$ cat src/rtl/vector_alu.sv
// Sequential vector ALU: walks element k = 0..N-1, reads both operands combinationally and writes one result per cycle.
// Optional macro VECTOR_ALU_SAT_EN: signed saturation of ADD/SUB with a sticky overflow flag.
module vector_alu #(
    parameter int MEM_WIDTH = 32,
    parameter int MEM_DEPTH = 8,
    localparam int AW = $clog2(MEM_DEPTH),
    localparam int LW = AW + 1
) (
    input  logic                 clk_i,
    input  logic                 rst_ni,
    input  logic                 start_i,
    input  logic [2:0]           op_i,
    input  logic [LW-1:0]        len_i,
    input  logic [MEM_WIDTH-1:0] operand1_i,
    input  logic [MEM_WIDTH-1:0] operand2_i,
    output logic [AW-1:0]        operand1_addr_o,
    output logic [AW-1:0]        operand2_addr_o,
    output logic [MEM_WIDTH-1:0] result_o,
    output logic [AW-1:0]        result_addr_o,
    output logic                 result_we_o,
    output logic                 busy_o,
    output logic                 done_o,
    output logic                 overflow_o
);

    typedef enum logic [1:0] {
        IDLE = 2'd0,
        RUN  = 2'd1,
        DONE = 2'd2
    } state_e;

    localparam logic [2:0] OP_ADD = 3'd0;
    localparam logic [2:0] OP_SUB = 3'd1;
    localparam logic [2:0] OP_AND = 3'd2;
    localparam logic [2:0] OP_OR  = 3'd3;
    localparam logic [2:0] OP_XOR = 3'd4;
    localparam logic [2:0] OP_MUL = 3'd5;
    localparam logic [2:0] OP_MIN = 3'd6;
    localparam logic [2:0] OP_MAX = 3'd7;

    localparam logic [MEM_WIDTH-1:0] MOST_POS = {1'b0, {(MEM_WIDTH-1){1'b1}}};
    localparam logic [MEM_WIDTH-1:0] MOST_NEG = {1'b1, {(MEM_WIDTH-1){1'b0}}};

    state_e               state_q;
    logic [2:0]           op_q;
    logic [LW-1:0]        len_q;
    logic [AW-1:0]        k_q;
    logic [MEM_WIDTH-1:0] result_q;
    logic [AW-1:0]        result_addr_q;
    logic                 we_q;
    logic                 busy_q;
    logic                 done_q;
    logic                 ovf_q;

    logic signed [MEM_WIDTH-1:0] opa;
    logic signed [MEM_WIDTH-1:0] opb;
    logic [MEM_WIDTH-1:0]        res_d;
    logic                        sat_d;
    logic [MEM_WIDTH:0]          addsub_d;
    logic [LW-1:0]               len_eff;
    logic                        last_elem;

    // Returns {saturated, result}; the wide sum exposes signed overflow as a
    // disagreement between its top two bits.
    function automatic logic [MEM_WIDTH:0] sat_addsub(
        input logic signed [MEM_WIDTH-1:0] a,
        input logic signed [MEM_WIDTH-1:0] b,
        input logic                        sub
    );
        logic signed [MEM_WIDTH:0] wide;
        wide = sub ? ({a[MEM_WIDTH-1], a} - {b[MEM_WIDTH-1], b})
                   : ({a[MEM_WIDTH-1], a} + {b[MEM_WIDTH-1], b});
`ifdef VECTOR_ALU_SAT_EN
        if (wide[MEM_WIDTH] != wide[MEM_WIDTH-1]) begin
            return {1'b1, (wide[MEM_WIDTH] ? MOST_NEG : MOST_POS)};
        end
`endif
        return {1'b0, wide[MEM_WIDTH-1:0]};
    endfunction

    assign opa       = operand1_i;
    assign opb       = operand2_i;
    assign len_eff   = (len_i > LW'(MEM_DEPTH)) ? LW'(MEM_DEPTH) : len_i;
    assign last_elem = ({1'b0, k_q} == (len_q - LW'(1)));

    always_comb begin
        res_d    = '0;
        sat_d    = 1'b0;
        addsub_d = '0;
        case (op_q)
            OP_ADD: begin
                addsub_d = sat_addsub(opa, opb, 1'b0);
                res_d    = addsub_d[MEM_WIDTH-1:0];
                sat_d    = addsub_d[MEM_WIDTH];
            end
            OP_SUB: begin
                addsub_d = sat_addsub(opa, opb, 1'b1);
                res_d    = addsub_d[MEM_WIDTH-1:0];
                sat_d    = addsub_d[MEM_WIDTH];
            end
            OP_AND:  res_d = operand1_i & operand2_i;
            OP_OR:   res_d = operand1_i | operand2_i;
            OP_XOR:  res_d = operand1_i ^ operand2_i;
            OP_MUL:  res_d = operand1_i * operand2_i;
            OP_MIN:  res_d = (opa < opb) ? operand1_i : operand2_i;
            OP_MAX:  res_d = (opa > opb) ? operand1_i : operand2_i;
            default: res_d = '0;
        endcase
    end

    always_ff @(posedge clk_i or negedge rst_ni) begin
        if (!rst_ni) begin
            state_q       <= IDLE;
            op_q          <= '0;
            len_q         <= '0;
            k_q           <= '0;
            result_q      <= '0;
            result_addr_q <= '0;
            we_q          <= 1'b0;
            busy_q        <= 1'b0;
            done_q        <= 1'b0;
            ovf_q         <= 1'b0;
        end else begin
            we_q <= 1'b0;
            case (state_q)
                IDLE: begin
                    if (start_i) begin
                        op_q  <= op_i;
                        len_q <= len_eff;
                        k_q   <= '0;
                        ovf_q <= 1'b0;
                        if (len_eff == '0) begin
                            state_q <= DONE;
                            done_q  <= 1'b1;
                        end else begin
                            state_q <= RUN;
                            busy_q  <= 1'b1;
                        end
                    end
                end
                RUN: begin
                    result_q      <= res_d;
                    result_addr_q <= k_q;
                    we_q          <= 1'b1;
                    k_q           <= k_q + AW'(1);
                    if (sat_d) begin
                        ovf_q <= 1'b1;
                    end
                    // The final capture and the completion pulse land in the same cycle.
                    if (last_elem) begin
                        state_q <= DONE;
                        busy_q  <= 1'b0;
                        done_q  <= 1'b1;
                    end
                end
                DONE: begin
                    state_q <= IDLE;
                    done_q  <= 1'b0;
                end
                default: begin
                    state_q <= IDLE;
                    busy_q  <= 1'b0;
                    done_q  <= 1'b0;
                end
            endcase
        end
    end

    assign operand1_addr_o = (state_q == RUN) ? k_q : '0;
    assign operand2_addr_o = (state_q == RUN) ? k_q : '0;
    assign result_o        = result_q;
    assign result_addr_o   = result_addr_q;
    assign result_we_o     = we_q;
    assign busy_o          = busy_q;
    assign done_o          = done_q;
    assign overflow_o      = ovf_q;

endmodule

$ cat config.mk
export PLATFORM = sky130hd
export DESIGN_NAME = vector_alu
export DESIGN_NICKNAME = d
export VERILOG_FILES = /design/src/rtl/vector_alu.sv
export SDC_FILE = /design/constraint.sdc
export NUM_CORES = 2
export LEC_CHECK = 0
export ABC_AREA = 1
export ABC_CLOCK_PERIOD_IN_PS = 4600
export CAP_MARGIN = 15
export CORE_AREA = 4 4 326 328
export DETAILED_ROUTE_END_ITERATION = 10
export DIE_AREA = 0 0 330 332
export PLACE_DENSITY = 0.38
export SETUP_SLACK_MARGIN = 0.02
export SYNTH_ARGS = -nofsm -noshare
export SYNTH_HDL_FRONTEND = slang
export SYNTH_SLANG_ARGS = --single-unit
$ cat constraint.sdc
create_clock -name clk_i -period 4.6 [get_ports clk_i]
set_input_delay 0.92 -clock clk_i [delete_from_list [all_inputs] [get_ports clk_i]]
set_output_delay 0.92 -clock clk_i [all_outputs]
set_load 0.005 [all_outputs]
==> metrics.yaml <==
final_layout:
  area_growth_pct: 46.1
  fillers: 11100
  layout-drive-gt1-share_pct: 28.8
  layout_commonest_cell: "nand2_1"
  nNetsFinal: 5187
  final_cell_mix: "913 x nand2_1, 877 x inv_1, 548 x buf_4"
  antenna_cells: 0
worst_setup_path:
  rr_endpoint: "result_o[11]"
  critPathMaxStageDelay_ns: 0.62
  worstPathMaxFanout: 5
  path_buf_inv: 6
  critPathKind: "input pin to register"
  crit_path_start_kind: "input pin"
  cp_slowest_cell: "fa_1"
  critPathTopFamily: "adder cells"
  timing.rr.start: "op_q[2]"
  r2r_cells: 12
  cpMostUsedCell: "fa_1"
  reg2reg_setup_slack_ns: 1.79
  crit_path_end_kind: "register"
  cp.arrival_ns: 7.48
  cp_data_required_time_ns: 4.82
clock_network:
  clockBufferDepth: 2
  clkSlewWorstSetupHoldPaths_ns: 0.09
  cts_made_buffers: 5
  htreeDepth: 2
  clock-root-buffer: "clkbuf_16"
  insertion_delay_ns: 0.33
  cts_tree: "yes"
  clkSinkCount: 50
synthesis:
  seq_area_frac_synth_pct: 4.88
  syn_inst: 3809
  synth_cell_type_count: 50
  synth-edff-count: 0
  synthFlopType: "dfrtp_1"
  synth_nets: 4514
  synth_seq_cells: 50
  syn_area_mm2: 0.0256
  async_reset_ff_share_pct: 100
  yosysWarnings: 0
  syn_area_per_cell_um2: 6.73
timing:
  worstMarginPinSlew_ns: 1.11
  period_minus_slack_ns: 7.25
  drv_slew: 0
  fin_crit_sh_pct: 158
  setup_viol: 27
  fmaxAchievable_mhz: 138
  hold_ws_ns: 0.495
  skew_ns: 0.0144
  rsz0062_at_grt: "yes"
  hold_viol_final: 0
  fin_ws_ns: -2.65
  relSlewSlack_pct: 25.8
drt:
  antenna_left: 0
  via_per_inst: 4.55
  dr.pass1.iters: 6
  first_iter_violations: 1931
  vias: 26700
  wl_per_cell_um: 22.1
  drc_errors: 0
  routed_wl_um: 129000
outcome:
  violations: "setup timing"
  outcome: "finished, violations left"
placement:
  place_hpwl_um: 98800
  gp_congestion: 0.964
  portBuffers: 117
job:
  drv_cap: 0
floorplan:
  die_x_um: 330
  io_pins: 119
  core.rowCount: 118
  start_util_pct: 24.8
  dieArea_mm2: 0.110
  die_y_um: 332
  core_mm2: 0.103
global_route:
  grt_pass1_vias: 27600
  grt_max_degree: 58
  antenna_found_initial: 3
  track_usage_pct: 23.3
  grt_overflow: 0
  grt_pass1_wl_um: 188000
worst_hold_path:
  hold_start: "result_o[1]"
  min_path_cells: 2
  hold_path.class: "register to register"
  worstHoldEndpoint: "result_o[1]"
-- flip-flops by register name, indices dropped and copies added, names as in the netlist --
signal	count
result_o	32
len_q	4
k_q	3
op_q	3
result_addr_o	3
state_q	2
busy_o	1
done_o	1
result_we_o	1
-- area by class of cell --
type                    instances  area (um2)  area share (%)
clock inverters                 3        26.3          0.0702
clock buffers                   5         125           0.334
multi-input cells            2585       22100            59.1
well taps                    1380        1730            4.61
inverters                    1007        3800            10.2
flip-flops and latches         50        1250            3.34
repair buffers                833        8380            22.4
-- Yosys cell counts (7+ instances only) --
cell type / instances / area share (%)
nand2_1: 1006 / 15
inv_1: 980 / 14
fa_1: 410 / 32
ha_1: 221 / 11
nor2_1: 195 / 2.9
a21oi_1: 175 / 3.4
nand3_1: 161 / 3.1
o21ai_0: 140 / 2.7
clkbuf_1: 116 / 1.7
dfrtp_1: 50 / 4.9
o21bai_1: 26 / 0.76
inv_2: 23 / 0.34
o211ai_1: 23 / 0.67
buf_1: 22 / 0.32
xor2_1: 21 / 0.72
nor3_1: 20 / 0.39
nand4_1: 19 / 0.46
or2_2: 17 / 0.42
buf_2: 16 / 0.31
nand3b_1: 15 / 0.44
o22ai_1: 14 / 0.34
a21o_1: 13 / 0.38
buf_4: 11 / 0.32
o21ai_1: 10 / 0.20
nor4_1: 9 / 0.22
o21a_1: 9 / 0.26
a221oi_1: 8 / 0.27
a21boi_0: 7 / 0.21
a31oi_1: 7 / 0.17
nand2_2: 7 / 0.17
o211ai_2: 7 / 0.34
-- worst max-delay path by stage --
stage	start	endpoint	cells after the start
floorplan	operand2_i[7]	result_o[26]	32
global placement	operand2_i[4]	result_o[28]	26
detailed placement	operand1_i[10]	result_o[28]	25
CTS	operand2_i[22]	result_o[30]	30
global route	operand1_i[11]	result_o[26]	35
finish	operand2_i[17]	result_o[28]	26
-- routing by layer --
layer | wire (um) | vias up | global-route usage [%] | share of wire, %
li1 | - | 12700 | - | -
met2 | 61900 | 729 | 40.0 | 48
met1 | 57900 | 13100 | 32.1 | 45
met4 | 3670 | 2 | 5.87 | 2.8
met3 | 5900 | 139 | 1.35 | 4.6
met5 | 13 | - | 0 | 0.010
-- cells by family (layout without fill, tap and decap cells) --
logic type,Yosys count,count (layout),share of synthesized area [%]
fa+ha+maj,631,631,42.8
compound gates,457,457,10.3
flops,50,50,4.88
simple gates,1470,1470,23.6
other cells,1,1,0.0146
buf+inv,1174,1848,17.5
xor+xnor,26,26,0.889
-- what timing repair did --
item | 4_1_cts | 5_1_grt
gates cloned | 26 | 1
buffers inserted | 91 | 44
gates resized for setup | 514 | 316
hold buffers | 0 | 0
setup endpoints to repair | 32 | 29
pin swaps | 185 | 212
-- per-stage QoR --
stage | cell area, um2 | setup TNS (ns) | cells | worst slack [ns] | utilization, %
floorplan | 26800 | -44.84 | 3809 | -2.20 | -
global placement | 33200 | -84.18 | 5701 | -3.60 | 32.2
detailed placement | 33200 | -83.98 | 5701 | -3.57 | 32.2
CTS | 36200 | -58.67 | 5825 | -2.77 | 35.1
global route | 37400 | -63.26 | 5863 | -2.85 | 36.3
finish | 37400 | -58.17 | 5863 | -2.65 | 36.3
-- worst min-delay path, cell delays in order (launching register included) --
cell	delay, ns
dfrtp_1	0.36
nand2_1	0.05
nand2_1	0.05
Power is not shown: default switching activity piles up to over one toggle a cycle in this logic, so the estimate is an artifact.
